**config.mk**
```make
export PLATFORM = sky130hd
export DESIGN_NAME = coef_ramp_controller
export DESIGN_NICKNAME = d
export VERILOG_FILES = /design/src/rtl/coef_ramp_pkg.sv /design/src/rtl/coef_slew_step.sv /design/src/rtl/coef_ramp_controller.sv
export SDC_FILE = /design/constraint.sdc
export NUM_CORES = 1
export LEC_CHECK = 0
export CORE_ASPECT_RATIO = 2
export CORE_UTILIZATION = 50
export CTS_BUF_LIST = sky130_fd_sc_hd__clkbuf_8
export CTS_CLUSTER_SIZE = 28
export DETAILED_ROUTE_END_ITERATION = 10
export PLACE_DENSITY = 0.73
export RECOVER_POWER = 100
export SYNTH_ARGS = -nofsm -noshare
export SYNTH_HDL_FRONTEND = slang
export SYNTH_SLANG_ARGS = --single-unit
```
**constraint.sdc**
```tcl
create_clock -name clk -period 13.08 [get_ports clk]
set_input_delay 1.962 -clock clk [delete_from_list [all_inputs] [get_ports clk]]
set_output_delay 1.962 -clock clk [all_outputs]
set_load 0.03 [all_outputs]
```
**src/rtl/coef_ramp_pkg.sv**
```systemverilog
// Shared definitions for the coefficient ramp controller: widths, the
// select-to-coefficient table and the ramp FSM state encoding.
package coef_ramp_pkg;

  localparam int SEL_W  = 3;
  localparam int COEF_W = 8;

  localparam logic [COEF_W-1:0] COEF_0 = 8'd0;
  localparam logic [COEF_W-1:0] COEF_1 = 8'd36;
  localparam logic [COEF_W-1:0] COEF_2 = 8'd73;
  localparam logic [COEF_W-1:0] COEF_3 = 8'd109;
  localparam logic [COEF_W-1:0] COEF_4 = 8'd146;
  localparam logic [COEF_W-1:0] COEF_5 = 8'd182;
  localparam logic [COEF_W-1:0] COEF_6 = 8'd219;
  localparam logic [COEF_W-1:0] COEF_7 = 8'd255;

  typedef enum logic {
    IDLE = 1'b0,
    RAMP = 1'b1
  } ramp_state_t;

  // Maps the operator select to its target coefficient.
  function automatic logic [COEF_W-1:0] coef_lookup(input logic [SEL_W-1:0] sel);
    logic [COEF_W-1:0] value;
    case (sel)
      3'd0:    value = COEF_0;
      3'd1:    value = COEF_1;
      3'd2:    value = COEF_2;
      3'd3:    value = COEF_3;
      3'd4:    value = COEF_4;
      3'd5:    value = COEF_5;
      3'd6:    value = COEF_6;
      default: value = COEF_7;
    endcase
    return value;
  endfunction

endpackage

```
**src/rtl/coef_slew_step.sv**
```systemverilog
// One bounded slew step: moves current toward target by at most STEP,
// clamping at the target so the result never overshoots, wraps or underflows.
module coef_slew_step
  import coef_ramp_pkg::*;
#(
  parameter int STEP = 4
) (
  input  logic [COEF_W-1:0] current_value,
  input  logic [COEF_W-1:0] target_value,
  output logic [COEF_W-1:0] next_value,
  output logic              at_target
);

  localparam logic [COEF_W:0] STEP_EXT = (COEF_W + 1)'(STEP);

  logic [COEF_W:0]        up_sum;
  logic signed [COEF_W:0] down_diff;

  // Saturating step: 9-bit sum for the upward case, signed 9-bit difference
  // for the downward case, each clamped to the target.
  always_comb begin
    // NOTE: every output of a combinational block gets a default first so no
    // path leaves it unassigned and a latch is never inferred.
    next_value = current_value;
    up_sum     = {1'b0, current_value} + STEP_EXT;
    down_diff  = $signed({1'b0, current_value}) - $signed(STEP_EXT);
    if (current_value < target_value) begin
      if (up_sum >= {1'b0, target_value}) next_value = target_value;
      else                                next_value = up_sum[COEF_W-1:0];
    end else if (current_value > target_value) begin
      if (down_diff <= $signed({1'b0, target_value})) next_value = target_value;
      else                                            next_value = down_diff[COEF_W-1:0];
    end
    at_target = (next_value == target_value);
  end

endmodule

```
**src/rtl/coef_ramp_controller.sv**
```systemverilog
// Operator coefficient controller: button edges drive a saturating select,
// the select maps to a target, and the live coefficient slews toward the
// target one bounded step per sample strobe.
module coef_ramp_controller
  import coef_ramp_pkg::*;
#(
  parameter int STEP = 4
) (
  input  logic              clk,
  input  logic              reset,
  input  logic              btn_up,
  input  logic              btn_down,
  input  logic              hold,
  input  logic              sample_strobe,
  output logic [SEL_W-1:0]  coefficient_select,
  output logic [COEF_W-1:0] coefficient,
  output logic [COEF_W-1:0] target,
  output logic              ramp_busy,
  output logic              coef_update
);

  logic              up_q;
  logic              down_q;
  logic              up_evt;
  logic              down_evt;
  logic [SEL_W-1:0]  sel_next;
  logic [COEF_W-1:0] target_next;
  logic [COEF_W-1:0] step_value;
  logic              step_at_target;
  logic              stepping;
  logic              landed;
  logic [COEF_W-1:0] coef_next;
  ramp_state_t       state;
  ramp_state_t       state_next;

  assign up_evt      = btn_up & ~up_q;
  assign down_evt    = btn_down & ~down_q;
  assign target      = coef_lookup(coefficient_select);
  assign target_next = coef_lookup(sel_next);
  assign ramp_busy   = (state == RAMP);

  coef_slew_step #(.STEP(STEP)) u_slew_step (
    .current_value (coefficient),
    .target_value  (target),
    .next_value    (step_value),
    .at_target     (step_at_target)
  );

  // Next select: one step per lone edge, saturating; simultaneous edges cancel.
  always_comb begin
    sel_next = coefficient_select;
    if (up_evt && !down_evt && coefficient_select != SEL_W'(7))
      sel_next = coefficient_select + SEL_W'(1);
    else if (down_evt && !up_evt && coefficient_select != SEL_W'(0))
      sel_next = coefficient_select - SEL_W'(1);
  end

  // Next ramp state: the FSM moves together with the target so that
  // ramp_busy always matches (coefficient != target).
  always_comb begin
    stepping = (state == RAMP) && sample_strobe && !hold;
    coef_next = stepping ? step_value : coefficient;
    landed    = stepping ? step_at_target : (state == IDLE);
    if (sel_next == coefficient_select)
      state_next = landed ? IDLE : RAMP;
    else
      state_next = (coef_next != target_next) ? RAMP : IDLE;
  end

  // Button history and select register.
  always_ff @(posedge clk) begin
    // NOTE: sequential state uses non-blocking assignments so every register
    // samples pre-edge values regardless of statement order.
    if (reset) begin
      up_q               <= 1'b0;
      down_q             <= 1'b0;
      coefficient_select <= '0;
    end else begin
      up_q               <= btn_up;
      down_q             <= btn_down;
      coefficient_select <= sel_next;
    end
  end

  // Ramp FSM with registered coefficient and update pulse.
  always_ff @(posedge clk) begin
    if (reset) begin
      state       <= IDLE;
      coefficient <= '0;
      coef_update <= 1'b0;
    end else begin
      state       <= state_next;
      coefficient <= coef_next;
      coef_update <= (coef_next != coefficient);
    end
  end

endmodule
```
# Word-level counts from Yosys, hierarchy flattened
# Cells that the tools add are included.
[op_classes]
add_sub_neg = 4
order_cmp = 4
n_eq_ne = 17
n_mux = 13
bitwise = 5
reduce_logical = 12
[ops]
columns = ["cell", "n"]
rows = [
  ["8-bit one-hot mux with 7 select lines", 2],
  ["8-bit two-way mux", 5],
  ["3-bit equality test (second input constant)", 6],
  ["8-bit != test", 2],
  ["3-bit by 2-bit equality test with 1-bit output (second input constant)", 4],
  ["8-bit by 3-bit adder with 9-bit output (second input constant)", 1],
  ["9-bit by 8-bit >= comparator with 1-bit output", 1],
  ["9-bit <= comparator", 1],
  ["8-bit by 3-bit subtractor with 9-bit output (second input constant)", 1],
  ["8-bit equality test", 1],
  ["8-bit greater-than comparator", 1],
  ["8-bit < comparator", 1],
  ["3-bit by 1-bit equality test with 1-bit output (second input constant)", 2],
  ["1-bit logical AND", 6],
  ["3-bit zero test", 2],
  ["3-bit two-way mux", 2],
  ["1-bit two-way mux", 4],
  ["3-bit by 1-bit adder with 3-bit output (second input constant)", 1],
  ["3-bit equality test", 1],
  ["1-bit zero test", 3],
  ["3-bit != test (second input constant)", 1],
  ["1-bit NOT", 3],
  ["3-bit nonzero test", 1],
  ["3-bit by 1-bit subtractor with 3-bit output (second input constant)", 1],
  ["1-bit bitwise AND", 2],
]
[word_totals]
register_bits = 15
input_bits = 6
out_inout_bits = 21
word_cells = 61

# Logic depth before layout (Yosys ltp)
# Gate-level depths: netlist of the first run.
[depth]
ltp_word = 12
depth_mapped = 20
mapped_depth_nobuf = 18

# By module
# From an unflattened synthesis of the first run, not the netlist that was laid out.
[unflattened]
hier_cells = 297
hier_area_um2 = 2220.9
[modules_own_cells]
columns = ["mod", "n_inst", "cells_each", "area_each_um2", "seq_area_each_um2"]
rows = [
  ["coef_slew_step", 1, 185, 1265.0, 0.0],
  ["coef_ramp_controller", 1, 112, 955.9, 300.3],
]

# Worst setup path after synthesis of the first run
# OpenSTA, ideal clock, no wires.
[synth_path]
path_kind = "reg2reg"
from = "register coefficient_select[0]"
to = "register with a tool-made name"
t_arrival_ns = 4.673
required_time_ns = 13.006
slack_ns = 8.332
path_stages_with_launch = 19
path_buffers = 2
period_less_slack_ns = 4.748
path_cell_list = "dfxtp_1 -> inv_1 -> ha_1 -> nor3_1 -> a22o_1 -> clkbuf_1 -> inv_1 -> ha_1 -> nand2_1 -> nor2_1 -> and4_1 -> clkbuf_1 -> a21oi_1 -> a221oi_2 -> nand2b_1 -> mux2_1 -> and3b_1 -> mux2_2 -> a31oi_1"
[synth_lines]
columns = ["element", "line", "source"]
rows = [
  ["start, declared", "coef_ramp_controller.sv:15", "output logic [SEL_W-1:0] coefficient_select,"],
  ["start signal, assigned", "coef_ramp_controller.sv:81", "coefficient_select <= sel_next;"],
]

==> results of run 1 <==
[placed cells by master, fill, tap and decap left out, types with 4 or more instances in the layout]
cell type and instances:
nand4_1 8, xor2_1 5, nand2_1 23, ha_1 26, nand2b_1 4, o21ai_0 18
dlygate4sd3_1 22, o31ai_1 4, a21oi_1 22, inv_1 13, mux2i_1 5, a21o_1 4
a211oi_1 5, nor4_1 4, dfxtp_1 15, clkdlybuf4s50_1 4, a31oi_1 6, nor2b_1 5
nor2_1 25, nor3_1 11, nand3_1 6, xnor2_1 8
[registers in the layout (all words and copies together), names as in the netlist, named ones only]
| name | count |
|---|---|
| up_q | 1 |
| down_q | 1 |
| coefficient_select | 3 |
| coefficient | 8 |
| coef_update | 1 |
[cells in the mapped netlist (3+ instances only)]
| cell | instances |
|---|---|
| o21ai_1 | 3 |
| xnor2_1 | 8 |
| ha_1 | 26 |
| o31ai_1 | 4 |
| or3_1 | 3 |
| nor2_1 | 25 |
| a21oi_1 | 22 |
| and2_1 | 4 |
| inv_1 | 13 |
| o21a_1 | 3 |
| a211oi_1 | 4 |
| buf_4 | 5 |
| xor2_1 | 5 |
| clkbuf_1 | 7 |
| nand2b_1 | 4 |
| nand4_1 | 8 |
| nand3_1 | 6 |
| nor2b_1 | 5 |
| mux2i_1 | 5 |
| nor3_1 | 11 |
| a31oi_1 | 5 |
| dfxtp_1 | 15 |
| o211ai_1 | 3 |
| nor4_1 | 4 |
| a21o_1 | 4 |
| o21ai_0 | 16 |
| nand2_1 | 23 |
[layout make-up]
type / count / area (µm²) / share of cell area [%]
flip-flops and latches: 15 / 300 / 12.2
clock inverters: 1 / 7.51 / 0.306
repair buffers: 26 / 260 / 10.6
multi-input cells: 245 / 1730 / 70.4
inverters: 14 / 52.6 / 2.14
well taps: 52 / 65.1 / 2.65
clock buffers: 3 / 41.3 / 1.68
[per-layer routing]
layer / wire (µm) / GRT usage [%] / up-vias
li1: - / - / 1119
met1: 2280 / 26.9 / 1087
met2: 3590 / 59.7 / 97
met3: 267 / 3.48 / 46
met4: 574 / 27.9 / 0
met5: 0 / 0 / -
[cells by family after synthesis]
family                   after synthesis
multiplexers                           7
AND/OR/NAND/NOR                      104
AO/OA/AOI/OAI                         94
flip-flops                            15
XOR/XNOR                              13
buffers and inverters                 30
adder cells (fa/ha/maj)               27
[power by group]
group	internal, W	switching [W]
Sequential	0.0000509	0.00000886
Combinational	0.000207	0.000364
Clock	0.0000214	0.0000175
[worst max-delay path: cells and delay by family (launching register included)]
kind,cells,cell delay [ns]
flip-flops,1,0.35
adder cells (fa/ha/maj),2,0.66
multiplexers,2,0.62
AND/OR/NAND/NOR,3,0.59
AO/OA/AOI/OAI,7,3.12
buffers and inverters,2,0.27
[per-stage QoR]
step,cell area [µm²],utilization (%),total power [W],cells
floorplan,2200,-,0.000510,290
global placement,2440,58.5,0.000636,352
detailed placement,2440,58.5,0.000641,352
CTS,2490,59.7,0.000682,356
global route,2460,58.9,0.000720,356
finish,2460,58.9,0.000669,356
[worst paths after layout]
kind / to / depth (start not counted)
setup reg to reg: flop / 16
hold / removal: flop / 4
setup / recovery: flop / 16
hold reg to reg: flop / 4
==> results.json, run 1 <==
{
  "status": "finished with violations",
  "violations": "capacitance limit, slew limit",
  "synth.avg_cell_area_um2": 7.60,
  "hpwlAfterDp_mm": 5.42,
  "initial_utilization_pct": 52.9,
  "drive_gt1_share_pct": 6.25,
  "pre_cts_slack_ns": 8.21,
  "grtUsageTotal_pct": 30.7,
  "ctsResizeCount": 0,
  "cts_max_path_buffers": 2,
  "synth-seq-cells": 15,
  "tritoncts": "yes",
  "synth_top_family_by_area": "compound AO/OA/AOI/OAI gates",
  "postSynthCellCount": 290,
  "worst_ep_required_time_ns": 13.25,
  "firstDrtPassIters": 4,
  "cts_buffers": 3,
  "grt_overflow": 0,
  "crit_chain": "inv_1 > ha_1 > o21bai_1 > a211oi_1 > inv_1 > ha_1 > nand2b_1 > a31oi_1 > o31a_1 > a211oi_2 > a221oi_1 > nand2b_1 > mux2_1 > and3b_1 > mux2_2 > a31oi_1",
  "die-area_um2": 4700,
  "power_density_nw_per_um2": 272,
  "synth.cell_area_um2": 2200,
  "power.leakage_nw": 1.00,
  "area_growth_pct": 11.4,
  "synth.net_count": 322,
  "drt_wl_total_mm": 6.71,
  "synthSimpleGateAreaFrac_pct": 24.0,
  "clkSinkCount": 15,
  "fin_crit_sh_pct": 43.5,
  "critPathCaptureType": "flop",
  "synthFlopType": "dfxtp_1",
  "timing.clock.skew_ns": 0.00358,
  "setup_viol": 0,
  "fin_crit_ns": 5.69,
  "maxCapViolCount": 1,
  "arrival_ns": 5.87,
  "fp.dieW_um": 49.0,
  "io_pins": 27,
  "synth-adder-area-share_pct": 15.3,
  "setup_slack_ns": 7.39,
  "ctsHoldBuffers": 0,
  "globalplace.congestion": 1.02,
  "yosysTopAreaCellShare_pct": 14.8,
  "relSlewSlack_pct": -22.2,
  "drc": 0,
  "path_class": "reg -> reg",
  "initialDrtViolationCount": 81,
  "rows": 33,
  "die_h_um": 95.9,
  "clk_pin_slew_ns": 0.07,
  "hold_viol": 0,
  "ctsHtreeMaxLevel": 1,
  "io_buffers": 26,
  "clkLatencyLatePin_ns": 0.25,
  "hold_slack_ns": 0.631,
  "ys_top_cells_by_area": "ha_1 (15%), dfxtp_1 (14%), a21oi_1 (5.0%)",
  "worst-path-max-fanout": 11,
  "via_per_inst": 6.60,
  "antennaDiodeCount": 0,
  "vdd.ir_drop.worst_uv": 166,
  "coreArea_um2": 4170,
  "hold_path.class": "reg -> reg",
  "fmax_mhz": 176,
  "yosys_warnings": 0,
  "synth_edf_count": 0,
  "synthMuxAreaShare_pct": 3.29,
  "postCtsSetupBuffers": 0,
  "nNetsFinal": 337,
  "antenna_found_initial": 0,
  "fill_cells": 416,
  "slew_viol_final": 12,
  "async_reset_ff_share_pct": 0,
  "ys_seq_area_share_pct": 13.6,
  "r2r_setup_slack_ns": 7.39,
  "grt_max_degree": 14,
  "critPathSlowestCell": "a211oi_1",
  "r2r-start": "coefficient_select[0]",
  "critPathLaunch": "coefficient_select[0]",
  "synth-xor-area-share_pct": 5.16,
  "ant_nets": 0,
  "via_count": 2349,
  "yosysTopAreaCell": "ha_1",
  "root_buffer": "clkbuf_8",
  "grt_pass1_vias": 2463,
  "grt_pass1_wl_mm": 11.2,
  "tns_ns": 0,
  "wl_per_cell_um": 18.9,
  "ys_types": 67,
  "worst_pin_slew_ns": 1.82,
  "max_stage_delay_ns": 1.45,
  "rsz0062_at_grt": "no",
  "synth-compound-area-share_pct": 32.3,
  "setup.worst_path.start_class": "flop"
}
Power figures use the tool's default switching activity.
==> run 2, diff against run 1 <==
clock period = 5.4 ns   (was 13.08 ns; I/O delays follow)
==> results.json, run 2 (synthesized netlist as in run 1, its figures left out) <==
{
  "crit_chain": "inv_1 > ha_1 > nor3_1 > a22o_1 > inv_1 > ha_1 > and3b_1 > o21ai_1 > maj3_1 > a2bb2oi_2 > o21ai_0 > a2111oi_0 > nor2_1 > nand2_1 > mux2i_1 > a31oi_1",
  "antenna_found_initial": 0,
  "initialDrtViolationCount": 117,
  "hold_viol": 0,
  "die_h_um": 95.9,
  "ant_nets": 0,
  "io_pins": 27,
  "grt_overflow": 0,
  "slew_viol_final": 0,
  "grtUsageTotal_pct": 30.2,
  "grt_pass1_vias": 2276,
  "clkSinkCount": 15,
  "area_growth_pct": 13.8,
  "worst_path_dominant_cell_family": "compound AO/OA/AOI/OAI gates",
  "drive_gt1_share_pct": 8.47,
  "critPathLaunch": "coefficient_select[0]",
  "clk_pin_slew_ns": 0.07,
  "drt_wl_total_mm": 6.73,
  "worst_pin_slew_ns": 1.06,
  "postCtsSetupBuffers": 0,
  "tritoncts": "yes",
  "holdPathStages": 4,
  "cp_num_buf_inv": 2,
  "root_buffer": "clkbuf_8",
  "worst_ep_required_time_ns": 5.58,
  "grt_max_degree": 14,
  "rows": 33,
  "rsz0062_at_grt": "no",
  "power.total_w": 0.00166,
  "r2r_setup_slack_ns": 0.61,
  "pre_cts_slack_ns": 0.674,
  "largest_register": "coefficient",
  "antennaDiodeCount": 0,
  "status": "finished, final reports clean",
  "initial_utilization_pct": 52.9,
  "ctsHoldBuffers": 0,
  "max_stage_delay_ns": 0.72,
  "arrival_ns": 4.97,
  "clkLatencyLatePin_ns": 0.26,
  "coreArea_um2": 4170,
  "grt_pass1_wl_mm": 10.8,
  "final_common_cell": "ha_1",
  "stdcell_area_um2": 2510,
  "power_density_nw_per_um2": 660,
  "globalplace.congestion": 1.02,
  "worst-path-max-fanout": 11,
  "wl_per_cell_um": 18.7,
  "fin_crit_ns": 4.79,
  "r2r_cells": 16,
  "relSlewSlack_pct": 29.0,
  "io_buffers": 26,
  "hpwlAfterDp_mm": 5.42,
  "path_class": "reg -> reg",
  "critPathCaptureType": "flop",
  "stdcell_count": 359,
  "dp.cells": 355,
  "nNetsFinal": 340,
  "firstDrtPassIters": 4,
  "tns_ns": 0,
  "setup_viol": 0,
  "vdd.ir_drop.worst_uv": 363,
  "setup_slack_ns": 0.608,
  "power.leakage_nw": 1.02,
  "via_per_inst": 6.60,
  "die-area_um2": 4700,
  "ctsHtreeMaxLevel": 1,
  "fp.dieW_um": 49.0,
  "drc": 0,
  "maxCapViolCount": 0,
  "fmax_mhz": 209,
  "r2r-start": "coefficient_select[0]",
  "cts_max_path_buffers": 2,
  "final_cell_mix": "ha_1 (26), nor2_1 (25), nand2_1 (23)",
  "critPathSlowestCell": "a2111oi_0",
  "cts_buffers": 3,
  "largest_reg_flops": 8,
  "timing.clock.skew_ns": 0.00748,
  "via_count": 2371,
  "ctsResizeCount": 0,
  "fin_crit_sh_pct": 88.7,
  "setup.worst_path.start_class": "flop",
  "hold_path.class": "reg -> reg",
  "placed_cell_area_um2": 2460,
  "top_regs": "coefficient (8), coefficient_select (3)"
}
## run 2: cell count changes in the layout (fill, tap and decap cells not counted), sizes merged
cell  change
buf       +3
## run 2: through the flow
stage	utilization [%]	hold WS [ns]
3_5_place_dp	59.1	0.597
4_1_cts	60.2	0.614
2_1_floorplan	-	0.663
6_report	60.2	0.608
3_3_place_gp	59.1	0.593
5_1_grt	60.2	0.657
## run 2: final cells by class
cell class	instances	area (µm²)
fill	404	1660
inverter	14	52.6
clock buffer	3	41.3
multi-input combinational	245	1760
timing repair buffer	29	283
tap	52	65.1
clock inverter	1	7.51
sequential	15	300
## run 2: worst max-delay path by stage
stage | to | cells after the start | slack, ns
floorplan | flop | 18 | 0.65
global placement | flop | 16 | 0.78
detailed placement | flop | 16 | 0.67
CTS | flop | 16 | 0.65
global route | flop | 16 | 0.15
finish | flop | 16 | 0.61
## run 2: per-layer routing
metal	wire length [µm]	GRT usage (%)
met2	3500	57.8
met1	2410	29.1
met3	242	1.90
met5	0	0
met4	582	24.5
## run 2: worst min-delay path, delay by kind of cell, from the launching register on
kind                   cells  cell delay (ns)
DFF                        1             0.33
AOI/OAI and AO/OA          3             0.18
buffers and inverters      1             0.06
## run 2: report_power, final
part / switching [W] / leakage, nW / total [W] / internal [W]
registers: 0.0000164 / 0.122 / 0.000140 / 0.000123
clock network: 0.0000445 / 0.0217 / 0.0000965 / 0.0000520
logic: 0.000895 / 0.878 / 0.00142 / 0.000524
